## src/rtl/vend_pkg.sv

```systemverilog
// Shared vending-machine datapath types: denominations, change FSM states, coin index.
// Latency: n/a (declarations only).
// Backpressure: n/a.
package vend_pkg;

   localparam int NUM_DENOMS = 5;

   // Denomination values ordered largest first; the index is the hopper coin select.
   localparam int unsigned DENOM [NUM_DENOMS] = '{50, 20, 10, 5, 1};

   typedef logic [2:0] coin_idx_t;

   typedef enum logic [1:0] {
      IDLE   = 2'd0,
      SELECT = 2'd1,
      ISSUE  = 2'd2,
      DONE   = 2'd3
   } chg_state_t;

   // Value of the coin at a given index; out-of-range indices read as 0.
   function automatic int unsigned denom_of(input coin_idx_t idx);
      case (idx)
         3'd0:    denom_of = 50;
         3'd1:    denom_of = 20;
         3'd2:    denom_of = 10;
         3'd3:    denom_of = 5;
         3'd4:    denom_of = 1;
         default: denom_of = 0;
      endcase
   endfunction

endpackage

```

## src/rtl/change_dispenser_if.sv

```systemverilog
// Change request / coin hopper bundle between the vending FSM, change_dispenser and the hopper.
// Latency: n/a (wires only); restock signals exist only with CHANGE_STOCK_EN.
// Backpressure: coin_ready from the hopper stalls coin_valid/coin_sel.
interface change_dispenser_if
   import vend_pkg::*;
#(
   parameter int CURRENCY_WIDTH = 7,
   parameter int STOCK_WIDTH    = 8
);
   logic                      change_req;
   logic [CURRENCY_WIDTH-1:0] change_amount;
   logic                      busy;
   logic                      coin_valid;
   coin_idx_t                 coin_sel;
   logic                      coin_ready;
   logic                      change_done;
   logic                      change_short;
   logic [CURRENCY_WIDTH-1:0] short_amount;
`ifdef CHANGE_STOCK_EN
   logic                      stock_load;
   logic [2:0]                stock_idx;
   logic [STOCK_WIDTH-1:0]    stock_value;
`else
   // Stock width only sizes the restock port, which is absent in this build.
   logic                      unused_stock_cfg;
   assign unused_stock_cfg = STOCK_WIDTH[0];
`endif

   // Environment side: requester, hopper and restock source.
   modport master (
      output change_req, change_amount, coin_ready,
`ifdef CHANGE_STOCK_EN
      output stock_load, stock_idx, stock_value,
`endif
      input  busy, coin_valid, coin_sel, change_done, change_short, short_amount
   );

   // Dispenser side.
   modport slave (
      input  change_req, change_amount, coin_ready,
`ifdef CHANGE_STOCK_EN
      input  stock_load, stock_idx, stock_value,
`endif
      output busy, coin_valid, coin_sel, change_done, change_short, short_amount
   );

endinterface

```

## src/rtl/change_denom_select.sv

```systemverilog
// Priority picker: lowest index whose denomination fits the remaining amount and has stock.
// Latency: combinational.
// Backpressure: none.
module change_denom_select
   import vend_pkg::*;
#(
   parameter int CURRENCY_WIDTH = 7
) (
   input  logic [CURRENCY_WIDTH-1:0] remaining,
   input  logic [NUM_DENOMS-1:0]     stock_nz,
   output logic                      found,
   output coin_idx_t                 idx
);

   // Scan from smallest coin up so the largest fitting coin (lowest index) wins last.
   always_comb begin
      found = 1'b0;
      idx   = '0;
      for (int i = NUM_DENOMS - 1; i >= 0; i--) begin
         if (stock_nz[i] && (CURRENCY_WIDTH'(DENOM[i]) <= remaining)) begin
            found = 1'b1;
            idx   = coin_idx_t'(i);
         end
      end
   end

endmodule

```

## src/rtl/change_dispenser.sv

```systemverilog
// Greedy change payout: splits an amount into coins and offers them one at a time to the hopper.
// Latency: first coin_valid 2 cycles after change_req; 2 cycles per coin; done 2 cycles for zero.
// Backpressure: coin_ready low holds the offered coin indefinitely. Option macro: CHANGE_STOCK_EN.
module change_dispenser
   import vend_pkg::*;
#(
   parameter int CURRENCY_WIDTH = 7,
   parameter int STOCK_WIDTH    = 8,
   parameter int STOCK_INIT     = 10
) (
   input logic               clk,
   input logic               rst,
   change_dispenser_if.slave bus
);

   chg_state_t                state_q, state_d;
   logic [CURRENCY_WIDTH-1:0] remaining_q, remaining_d;
   coin_idx_t                 coin_sel_q, coin_sel_d;
   logic                      coin_valid_q, coin_valid_d;
   logic                      busy_q, busy_d;
   logic                      change_done_q, change_done_d;
   logic                      change_short_q, change_short_d;
   logic [CURRENCY_WIDTH-1:0] short_amount_q, short_amount_d;

   logic [NUM_DENOMS-1:0]     stock_nz;
   logic                      sel_found;
   coin_idx_t                 sel_idx;
   logic                      handshake;

`ifdef CHANGE_STOCK_EN
   logic [STOCK_WIDTH-1:0]    stock_q [NUM_DENOMS];
   logic [STOCK_WIDTH-1:0]    stock_d [NUM_DENOMS];

   // Denominations with coins left are eligible for selection.
   always_comb begin
      stock_nz = '0;
      for (int i = 0; i < NUM_DENOMS; i++) begin
         stock_nz[i] = (stock_q[i] != '0);
      end
   end
`else
   // Unlimited supply: every denomination is always eligible.
   assign stock_nz = '1;

   // Stock sizing has no effect without stock counters.
   logic unused_stock_cfg;
   assign unused_stock_cfg = STOCK_WIDTH[0] ^ STOCK_INIT[0];
`endif

   change_denom_select #(
      .CURRENCY_WIDTH(CURRENCY_WIDTH)
   ) u_select (
      .remaining(remaining_q),
      .stock_nz (stock_nz),
      .found    (sel_found),
      .idx      (sel_idx)
   );

   // coin_valid is registered and high only in ISSUE, so the state alone qualifies the handshake.
   assign handshake = (state_q == ISSUE) && bus.coin_ready;

   // Next-state and registered-output logic of the payout FSM.
   always_comb begin
      state_d        = state_q;
      remaining_d    = remaining_q;
      coin_sel_d     = coin_sel_q;
      change_short_d = change_short_q;
      short_amount_d = short_amount_q;

      case (state_q)
         IDLE: begin
            if (bus.change_req) begin
               remaining_d = bus.change_amount;
               state_d     = SELECT;
            end
         end
         SELECT: begin
            if (remaining_q == '0) begin
               change_short_d = 1'b0;
               short_amount_d = '0;
               state_d        = DONE;
            end else if (!sel_found) begin
`ifdef CHANGE_STOCK_EN
               change_short_d = 1'b1;
               short_amount_d = remaining_q;
`else
               change_short_d = 1'b0;
               short_amount_d = '0;
`endif
               state_d        = DONE;
            end else begin
               coin_sel_d = sel_idx;
               state_d    = ISSUE;
            end
         end
         ISSUE: begin
            if (handshake) begin
               remaining_d = remaining_q - CURRENCY_WIDTH'(denom_of(coin_sel_q));
               state_d     = SELECT;
            end
         end
         DONE: begin
            state_d = IDLE;
         end
         default: begin
            state_d = IDLE;
         end
      endcase

      coin_valid_d  = (state_d == ISSUE);
      busy_d        = (state_d != IDLE);
      change_done_d = (state_d == DONE);
   end

`ifdef CHANGE_STOCK_EN
   // Stock update: consume on handshake, then let a restock write override the same slot.
   always_comb begin
      stock_d = stock_q;
      for (int i = 0; i < NUM_DENOMS; i++) begin
         if (handshake && (coin_sel_q == coin_idx_t'(i)) && (stock_q[i] != '0)) begin
            stock_d[i] = stock_q[i] - 1'b1;
         end
         if (bus.stock_load && (bus.stock_idx == coin_idx_t'(i))) begin
            stock_d[i] = bus.stock_value;
         end
      end
   end
`endif

   // State and output registers with synchronous reset; reset abandons any coin in flight.
   always_ff @(posedge clk) begin
      if (rst) begin
         state_q        <= IDLE;
         remaining_q    <= '0;
         coin_sel_q     <= '0;
         coin_valid_q   <= 1'b0;
         busy_q         <= 1'b0;
         change_done_q  <= 1'b0;
         change_short_q <= 1'b0;
         short_amount_q <= '0;
`ifdef CHANGE_STOCK_EN
         for (int i = 0; i < NUM_DENOMS; i++) begin
            stock_q[i] <= STOCK_WIDTH'(STOCK_INIT);
         end
`endif
      end else begin
         state_q        <= state_d;
         remaining_q    <= remaining_d;
         coin_sel_q     <= coin_sel_d;
         coin_valid_q   <= coin_valid_d;
         busy_q         <= busy_d;
         change_done_q  <= change_done_d;
         change_short_q <= change_short_d;
         short_amount_q <= short_amount_d;
`ifdef CHANGE_STOCK_EN
         stock_q        <= stock_d;
`endif
      end
   end

   assign bus.busy         = busy_q;
   assign bus.coin_valid   = coin_valid_q;
   assign bus.coin_sel     = coin_sel_q;
   assign bus.change_done  = change_done_q;
   assign bus.change_short = change_short_q;
   assign bus.short_amount = short_amount_q;

endmodule
```

## src/flat_wrapper.sv

```systemverilog
// flat-port wrapper written by rule: the top's interface ports become plain ports
module change_dispenser_flat import vend_pkg::*;
#(
   parameter int CURRENCY_WIDTH = 7,
   parameter int STOCK_WIDTH    = 8,
   parameter int STOCK_INIT     = 10
)
  (clk, rst, bus_change_req, bus_change_amount, bus_coin_ready, bus_busy, bus_coin_valid, bus_coin_sel, bus_change_done, bus_change_short, bus_short_amount);
  change_dispenser_if #(.CURRENCY_WIDTH(CURRENCY_WIDTH), .STOCK_WIDTH(STOCK_WIDTH)) bus_i ();
  input logic clk;
  input logic rst;
  input wire logic [$bits(bus_i.change_req)-1:0] bus_change_req;
  input wire logic [$bits(bus_i.change_amount)-1:0] bus_change_amount;
  input wire logic [$bits(bus_i.coin_ready)-1:0] bus_coin_ready;
  output wire logic [$bits(bus_i.busy)-1:0] bus_busy;
  output wire logic [$bits(bus_i.coin_valid)-1:0] bus_coin_valid;
  output wire logic [$bits(bus_i.coin_sel)-1:0] bus_coin_sel;
  output wire logic [$bits(bus_i.change_done)-1:0] bus_change_done;
  output wire logic [$bits(bus_i.change_short)-1:0] bus_change_short;
  output wire logic [$bits(bus_i.short_amount)-1:0] bus_short_amount;
  assign bus_i.change_req = bus_change_req;
  assign bus_i.change_amount = bus_change_amount;
  assign bus_i.coin_ready = bus_coin_ready;
  assign bus_busy = bus_i.busy;
  assign bus_coin_valid = bus_i.coin_valid;
  assign bus_coin_sel = bus_i.coin_sel;
  assign bus_change_done = bus_i.change_done;
  assign bus_change_short = bus_i.change_short;
  assign bus_short_amount = bus_i.short_amount;
  change_dispenser #(.CURRENCY_WIDTH(CURRENCY_WIDTH), .STOCK_WIDTH(STOCK_WIDTH), .STOCK_INIT(STOCK_INIT)) u_core (.clk(clk), .rst(rst), .bus(bus_i));
endmodule
```

## config.mk

```make
export PLATFORM = sky130hd
export DESIGN_NAME = change_dispenser_flat
export DESIGN_NICKNAME = d
export VERILOG_FILES = /design/src/rtl/vend_pkg.sv /design/src/rtl/change_dispenser_if.sv /design/src/rtl/change_denom_select.sv /design/src/rtl/change_dispenser.sv /design/src/flat_wrapper.sv
export SDC_FILE = /design/constraint.sdc
export NUM_CORES = 1
export LEC_CHECK = 0
export ABC_AREA = 1
export ABC_CLOCK_PERIOD_IN_PS = 1900
export BUFFER_PORTS_ARGS = -buffer_cell sky130_fd_sc_hd__buf_2
export CAP_MARGIN = 10
export CORE_MARGIN = 2
export CORE_UTILIZATION = 30
export CTS_CLUSTER_DIAMETER = 40
export DETAILED_ROUTE_END_ITERATION = 10
export GPL_TIMING_DRIVEN = 0
export HOLD_SLACK_MARGIN = 0.1
export PLACE_DENSITY = 0.61
export SYNTH_ARGS = -nofsm -noshare
export SYNTH_HDL_FRONTEND = slang
export SYNTH_HIERARCHICAL = 1
export SYNTH_SLANG_ARGS = --single-unit
```

## constraint.sdc

```tcl
create_clock -name clk -period 1.9 [get_ports clk]
set_input_delay 0.475 -clock clk [delete_from_list [all_inputs] [get_ports clk]]
set_output_delay 0.475 -clock clk [all_outputs]
set_load 0.05 [all_outputs]
```

[After elaboration in Yosys (flattened, before gate mapping)]
Index checks and enable logic that the tools add are counted.
Operators by class
  add/sub/neg operators: 1
  order comparisons: 5
  equality and inequality tests: 12
  multiplexer cells: 25
  bitwise gates (word level): 1
  reduce and logical (&&, ||, !) cells: 9
Operators by type and width (count)
  $mux 7: 6
  $pmux 6 s5: 1
  $mux 3: 5
  $pmux 7 s2: 1
  $eq 2x2->1 const B: 4
  $mux 1: 8
  $pmux 2 s4: 1
  $le 1x7->1 const A: 1
  $le 3x7->1 const A: 1
  $le 4x7->1 const A: 1
  $le 5x7->1 const A: 1
  $le 6x7->1 const A: 1
  $logic_not 7->1: 1
  $sub 7x7->7: 1
  $eq 3x2->1 const B: 2
  $mux 2: 3
  $reduce_and 3->1: 2
  $ne 2x2->1 const B: 2
  $reduce_bool 2->1: 2
  $eq 3x1->1 const B: 1
  $eq 3x3->1 const B: 1
  $logic_not 3->1: 1
  $eq 2x1->1 const B: 1
  $logic_not 2->1: 1
  other kinds (4): 4
Storage, ports and cells
  register bits after elaboration: 23
  input bits: 11
  output and inout bits: 14
  word-level logic and storage cells: 61

[Logic depth before layout (Yosys ltp)]
Gate-level depths: netlist of the first run.
  depth in word-level cells: 10
  mapped depth: 14
  depth with buffers taken out: 14

[Modules after synthesis]
The synthesis of the first run kept the hierarchy.
By module, submodules not included
  change_dispenser: instances 1, cells each 163, area an instance 1081.0 µm², seq. area each 300.3 µm²
  change_denom_select: instances 1, cells each 39, area an instance 178.9 µm², seq. area each 0.0 µm²

[Least setup slack after synthesis of the first run]
OpenSTA, ideal clock, no wires.
  path kind: register to register
  start point: register u_core.coin_sel_q[1] (netlist: u_core/bus.coin_sel[1])
  end point: register u_core.remaining_q[4]
  setup time: 121 ps
  data arrival time: 2060 ps
  required time: 1779 ps
  setup slack: -281 ps
  stages on the path, launching flop included: 14
  path buffers: 0
  period minus slack after synthesis: 2181 ps
  cells stage by stage: dfxtp_1 > inv_1 > a21oi_1 > nor2_1 > ha_1 > fa_1 > inv_1 > nand2_1 > nand2_1 > nand2_1 > nand2_1 > nand2_1 > o22ai_1 > a21oi_1
On the way
  longest elaborated chain between the ends: 7
  elaborated cells on any way between the ends: 11
  classes of those cells: 1 x add/sub; 4 x eq/ne; 5 x mux; 1 x reduce/logical
RTL lines
  start: declaration: RTL line change_dispenser.sv:18  | coin_idx_t coin_sel_q, coin_sel_d;
  start signal: assignment: RTL line change_dispenser.sv:149  | coin_sel_q <= coin_sel_d;
  $eq 3x3->1, or another cell as far along: RTL line vend_pkg.sv:22  | case (idx)
  $pmux 6 s5 (*): RTL line vend_pkg.sv:22
  $mux 7 (*): RTL line change_dispenser.sv:97  | if (handshake) begin
  $mux 7 (*): RTL line change_dispenser.sv:70  | case (state_q)
  $sub 7x7->7 (*): RTL line change_dispenser.sv:98  | remaining_d = remaining_q - CURRENCY_WIDTH'(denom_of(coin_sel_q));
  $mux 7 (*): RTL line change_dispenser.sv:97
  $pmux 7 s2 (*): RTL line change_dispenser.sv:70
  end signal: assignment: RTL line change_dispenser.sv:148  | remaining_q <= remaining_d;
  end: declaration: RTL line change_dispenser.sv:17  | logic [CURRENCY_WIDTH-1:0] remaining_q, remaining_d;
Every way passes the cells marked *; elsewhere a longest branch is shown, timed or not. The select of a mux whose other input is x is not followed.
A chain may end at the register's enable or synchronous reset.

[Final worst setup path of the first run]
  start point: register u_core.coin_sel_q[2] (netlist: u_core/bus.coin_sel[2])
  end point: register u_core.remaining_q[4]
Same word-level chain as after synthesis.

==> impl_results.md, run 1 <==
- Status: finished, final reports clean
- Setup violations, final: 0
- Pleak: 0.000865 uW
- Net switching fraction of the power: 46.6%
- Placed cell count: 280
- Most common flop cell mapped by yosys: dfxtp_1
- Rows: 23
- Post-synth EDFFs: 0
- Post-Syn Instances: 202
- Reg clk slew, reported paths: 60 ps
- Crit share post-route: 99.9%
- Critical Path Start Type: register
- CP Class: reg2reg
- First-pass GRT wire length: 4640 um
- Top sig layer: met4
- Syn avg cell area: 6.24 um^2
- TritonCTS buffer count: 3
- Worst min-delay path class: in2reg
- Drt wl/cell: 9.41 um
- Final Hold Violating Endpoints: 0
- IO Count: 25
- Max Fclk: 527 MHz
- Routability cong.: 0.837
- Clk sinks: 15
- Pins Over Slew Limit: 0
- Area leader, netlist: dfxtp_1
- Comb power frac: 55.6%
- Count of cell types in the netlist: 29
- Met2 Wirelength: 1230 um
- Starting Density: 31.3%
- CORE AREA: 4030 um^2
- Sequential Power Share: 27.6%
- Max_cap viols: 0
- Synth top area share: 23.8%
- DRC Markers: 0
- Met3 WL: 88 um
- Vias in the first global route: 1118
- Area grow syn2layout: 26.3%
- Synth Register Bits: 15
- Chip Width: 68.8 um
- Max Root-Sink Buffers: 2
- Vias: 1254
- DIE AREA: 4730 um^2
- DIE HEIGHT: 68.8 um
- PD cells: 972 nW/um^2
- Final Skew: 3.22 ps
- Clock Power Share: 16.8%
- N_diodes: 0
- Top cells by area, synth: dfxtp_1 (24%), nand2_1 (15%), nor2_1 (9.8%)
- CTS tree: done
- Total track usage: 12.8%
- 1st-iter DRT viols: 22
- Initial antenna violation count: 0
- CP endpoint kind: register
- Total grt overflow: 0
- Area of the mapped netlist: 1260 um^2
- Arr. time, crit path: 2030 ps
- Area after DPL: 1470 um^2
- Layout cell share with drive strength beyond 1: 29.1%
- Fin nets: 257
- Worst-Skew Late Latency: 250 ps
- Post-route cell area: 1590 um^2
- Register area share after synthesis: 23.8%
- DRT met1 WL: 1370 um
- Peak supply drop: 524 uV
- Cell-internal power: 826 uW
- Crit path time final: 1900 ps
- I/O Buffers: 16
- Switch Pwr: 721 uW
- Largest net degree at the start of global routing: 10
- Yosys Warn Count: 6
- Crit-path max FO: 3
- Number of vias per cell: 4.37
- Hpwl dp: 2240 um
- Final core occ: 39.5%
- Antenna-violating nets left: 0
- DRT Pass-1 Iters: 4
- Required @ worst endpoint: 2030 ps
- Post-Route WL: 2700 um
- Root Buffer: clkbuf_8
- Ys async rst share: 0%
- H-tree depth: 1
- RSZ-0062 raised after global routing: true
- Final Non-Filler Cells: 287
## repair_timing
item / in CTS / in global routing
buffers inserted: 1 / 2
pin swaps: 1 / 10
hold endpoints to repair: 0 / 0
endpoints found under the setup margin: 2 / 2
hold buffers: 0 / 0
resized for setup: 5 / 15
## cell type report
type | instances | area [um^2]
Buffer | 8 | 60.1
Sequential cell | 15 | 312
Fill cell | 449 | 2440
Multi-Input combinational cell | 162 | 890
Clock buffer | 3 | 41.3
Clock inverter | 1 | 5.00
Tap cell | 50 | 62.6
Inverter | 29 | 119
Timing Repair Buffer | 19 | 103
## critical path, cell delays in order (launching register included)
cell and delay (ps):
dfxtp_4 360, nor2_4 120, inv_2 40, nand2_2 50, nor2_2 30, ha_2 190
fa_2 370, inv_2 80, nand2_2 50, nand2_2 70, nand2_1 70, nand2_1 60
nand2_1 60, o22ai_2 150, a21oi_2 80
## cell usage in the layout, fill, tap and decap left out, types with 4 or more instances in the layout
| cell type | Yosys | layout |
|---|---|---|
| a21oi_1 | 11 | 9 |
| buf_2 | 0 | 16 |
| buf_4 | 8 | 11 |
| conb_1 | 2 | 14 |
| dfxtp_1 | 15 | 12 |
| ha_1 | 7 | 6 |
| inv_1 | 25 | 21 |
| inv_2 | 2 | 4 |
| inv_4 | 2 | 4 |
| nand2_1 | 52 | 48 |
| nand2_2 | 1 | 4 |
| nand3_1 | 15 | 12 |
| nand3_2 | 1 | 4 |
| nor2_1 | 33 | 31 |
| o21ai_0 | 6 | 6 |
## metrics by stage
| stage | setup WS [ps] | setup TNS, ps | total power (uW) | hold WS (ps) |
|---|---|---|---|---|
| floorplan | 1.07 | 0 | 1060 | 512 |
| global placement | -122 | -187 | 1210 | 561 |
| detailed placement | -157 | -254 | 1210 | 556 |
| CTS | 21.5 | 0 | 1500 | 456 |
| global route | -112 | -129 | 1690 | 486 |
| finish | 1.64 | 0 | 1550 | 458 |
## sequential cells by signal, indices dropped and copies added, names as in the netlist
signal                  flops
u_core/bus.busy             1
u_core/bus.change_done      1
u_core/bus.coin_sel         3
u_core/bus.coin_valid       1
u_core/remaining_q          7
u_core/state_q              2
## synth_stat cells, types with 6 or more instances
cell,instances
o21ai_0,6
ha_1,7
nor2_1,33
a21oi_1,11
nand2_1,52
dfxtp_1,15
nand3_1,15
buf_4,8
inv_1,25
## kinds of logic (layout without fill, tap and decap cells)
group                      after synthesis  in the layout  synth area share, %
adders and majority gates                8              8                 8.54
other                                    2             14                0.596
xor gates and xnor gates                 1              1                0.695
DFF                                     15             15                 23.8
buffers and inverters                   37             60                 13.8
and+or+nand+nor                        115            115                 41.6
AOI/OAI and AO/OA                       24             24                 10.9
## power groups by stage
stage | Combinational (uW) | Sequential (uW) | Clock, uW
after detailed placement | 783 | 431 | 0
after floorplan | 579 | 482 | 0
after global routing | 978 | 435 | 274
after CTS | 806 | 426 | 265
after global placement | 782 | 431 | 0
final | 860 | 428 | 259
## per-layer routing
layer / vias up / track usage, %
met1: 541 / 16.9
li1: 691 / -
met2: 20 / 22.0
met3: 2 / 1.62
met4: 0 / 2.94
met5: - / 0
## worst paths after layout
check / start / to / slack (ps) / depth (start not counted)
worst max-delay path: u_core/bus.coin_sel[2]$_SDFFE_PP0P_ / u_core/remaining_q[4]$_SDFFE_PP0P_ / 2 / 14
worst min-delay path: bus_change_amount[0] / u_core/remaining_q[0]$_SDFFE_PP0P_ / 460 / 3
worst max register to register: u_core/bus.coin_sel[2]$_SDFFE_PP0P_ / u_core/remaining_q[4]$_SDFFE_PP0P_ / 2 / 14
worst min register to register: u_core/remaining_q[0]$_SDFFE_PP0P_ / u_core/remaining_q[0]$_SDFFE_PP0P_ / 580 / 2
(Power assumes the default switching activity.)
==> inputs of run 2 (changes only) <==
Settings changed: BUFFER_PORTS_ARGS -buffer_cell sky130_fd_sc_hd__buf_2 to not set, DONT_BUFFER_PORTS set to 1, PLACE_DENSITY 0.61 to 0.56.
==> run 2 against run 1 <==
  * The flow now finishes with violations (negative setup slack)
  * Core utilization down 1.6 points
  * Maximum frequency down 0.97%
  * Cell count down 3.8%
  * Clock skew up 0.70 ps
  * Clock power down 3%
  * Register-to-register slack worse by 20 ps
==> impl_results.md, run 2 (same netlist as run 1, synthesis figures left out) <==
- Status: finished, violations left
- Failing checks: negative setup slack
- DRC Markers: 0
- Setup WS post-layout: -16.9 ps
- 1st-iter DRT viols: 37
- DRT Pass-1 Iters: 4
- Final core occ: 37.9%
- Pins Over Slew Limit: 0
- Placed cell count: 264
- Required @ worst endpoint: 2030 ps
- Hold Crit Start: rst
- CP endpoint kind: register
- CP Class: reg2reg
- H-tree depth: 1
- Largest net degree at the start of global routing: 10
- Drt wl/cell: 10.2 um
- Post-Route WL: 2830 um
- Crit share post-route: 101%
- Initial antenna violation count: 0
- I/O Buffers: 0
- Crit path time final: 1920 ps
- Most flops, register: u_core/remaining_q
- First-pass GRT wire length: 4800 um
- Fin nets: 246
- Vias in the first global route: 1119
- Starting Density: 31.3%
- Number of vias per cell: 4.34
- CTS Hold Bufs: 0
- Max Fclk: 522 MHz
- Final Skew: 3.91 ps
- Worst-Skew Late Latency: 240 ps
- IO Count: 25
- Routability cong.: 0.794
- Total grt overflow: 0
- CORE AREA: 4030 um^2
- Worst min-delay path class: in2reg
- Rows: 23
- Critical Path Start Type: register
- Commonest non-fill, non-tap cell in the layout: nand2_1
- Hpwl dp: 2310 um
- Pleak: 0.000811 uW
- Chip Width: 68.8 um
- TritonCTS buffer count: 3
- CTS tree: done
- Commonest cells after routing, fill and taps aside: nand2_1 (48), nor2_1 (32), inv_1 (21)
- Final Hold Violating Endpoints: 0
- Root Buffer: clkbuf_8
- Max_cap viols: 0
- Total track usage: 13.3%
- Max Root-Sink Buffers: 2
- Setup violations, final: 1
- Clk sinks: 15
- Area after DPL: 1390 um^2
- Peak supply drop: 637 uV
- Arr. time, crit path: 2050 ps
- Largest register FFs: 7
- Post-route cell area: 1530 um^2
- DIE HEIGHT: 68.8 um
- DIE AREA: 4730 um^2
- Layout cell share with drive strength beyond 1: 23.9%
- N_diodes: 0
- Crit path from: u_core/bus.coin_sel[1]$_SDFFE_PP0P_
- PD cells: 997 nW/um^2
- Crit-path max FO: 4
- Place WS: -202 ps
- Antenna-violating nets left: 0
- Reg clk slew, reported paths: 60 ps
- Area grow syn2layout: 21.3%
- R2R Path Start: u_core/bus.coin_sel[1]$_SDFFE_PP0P_
- Final Non-Filler Cells: 276
- Vias: 1197
- RSZ-0062 raised after global routing: true
==> run 2: cell count changes in the layout (fill, tap and decap cells not counted), sizes merged <==
cell	delta
buf	-11
==> run 2: what timing repair did <==
action	CTS	global route
setup endpoints to repair	3	3
pin swaps	2	4
resized for setup	10	5
cloned	0	0
setup buffers	5	3
==> run 2: final cells by class <==
class / instances / area (um^2)
Fill cell: 446 / 2500
Multi-Input combinational cell: 162 / 868
Timing Repair Buffer: 8 / 60.1
Clock buffer: 3 / 41.3
Buffer: 8 / 60.1
Clock inverter: 1 / 5.00
Sequential cell: 15 / 312
Tap cell: 50 / 62.6
Inverter: 29 / 119
==> run 2: final timing paths <==
path,end,slack [ps],cells past startpoint
setup / recovery,u_core/remaining_q[4]$_SDFFE_PP0P_,-20,13
hold / removal,u_core/state_q[1]$_SDFF_PP0_,290,1
setup reg to reg,u_core/remaining_q[4]$_SDFFE_PP0P_,-20,13
hold reg to reg,u_core/remaining_q[5]$_SDFFE_PP0P_,570,2
==> run 2: critical path, stage by stage (launching register included) <==
cell and delay, ps:
dfxtp_4 460, inv_4 60, a21oi_2 140, nor2_1 60
ha_2 180, fa_2 360, inv_2 70, nand2_2 50
nand2_2 80, nand2_2 50, nand2_1 50, nand2_1 60
o22ai_2 110, a21oi_1 70
==> run 2: layer usage <==
layer	vias to the layer above	track usage, %	share of wire, %
met5	-	0	0
li1	666	-	-
met2	20	22.7	46
met1	504	17.0	48
met3	7	2.60	3.8
met4	0	3.68	1.6
==> run 2: stage by stage <==
step | hold slack (ps) | total power [uW] | setup TNS (ps)
5_1_grt | 280 | 1670 | -355
2_1_floorplan | 512 | 1060 | 0
3_3_place_gp | 545 | 1190 | -371
3_5_place_dp | 545 | 1190 | -353
6_report | 287 | 1520 | -16.9
4_1_cts | 283 | 1500 | -52.1
==> run 2: report_power, final <==
| part | total (uW) | switching [uW] | internal [uW] |
|---|---|---|---|
| logic | 774 | 469 | 305 |
| registers | 498 | 132 | 366 |
| clock network | 251 | 106 | 145 |
| total | 1520 | 708 | 815 |
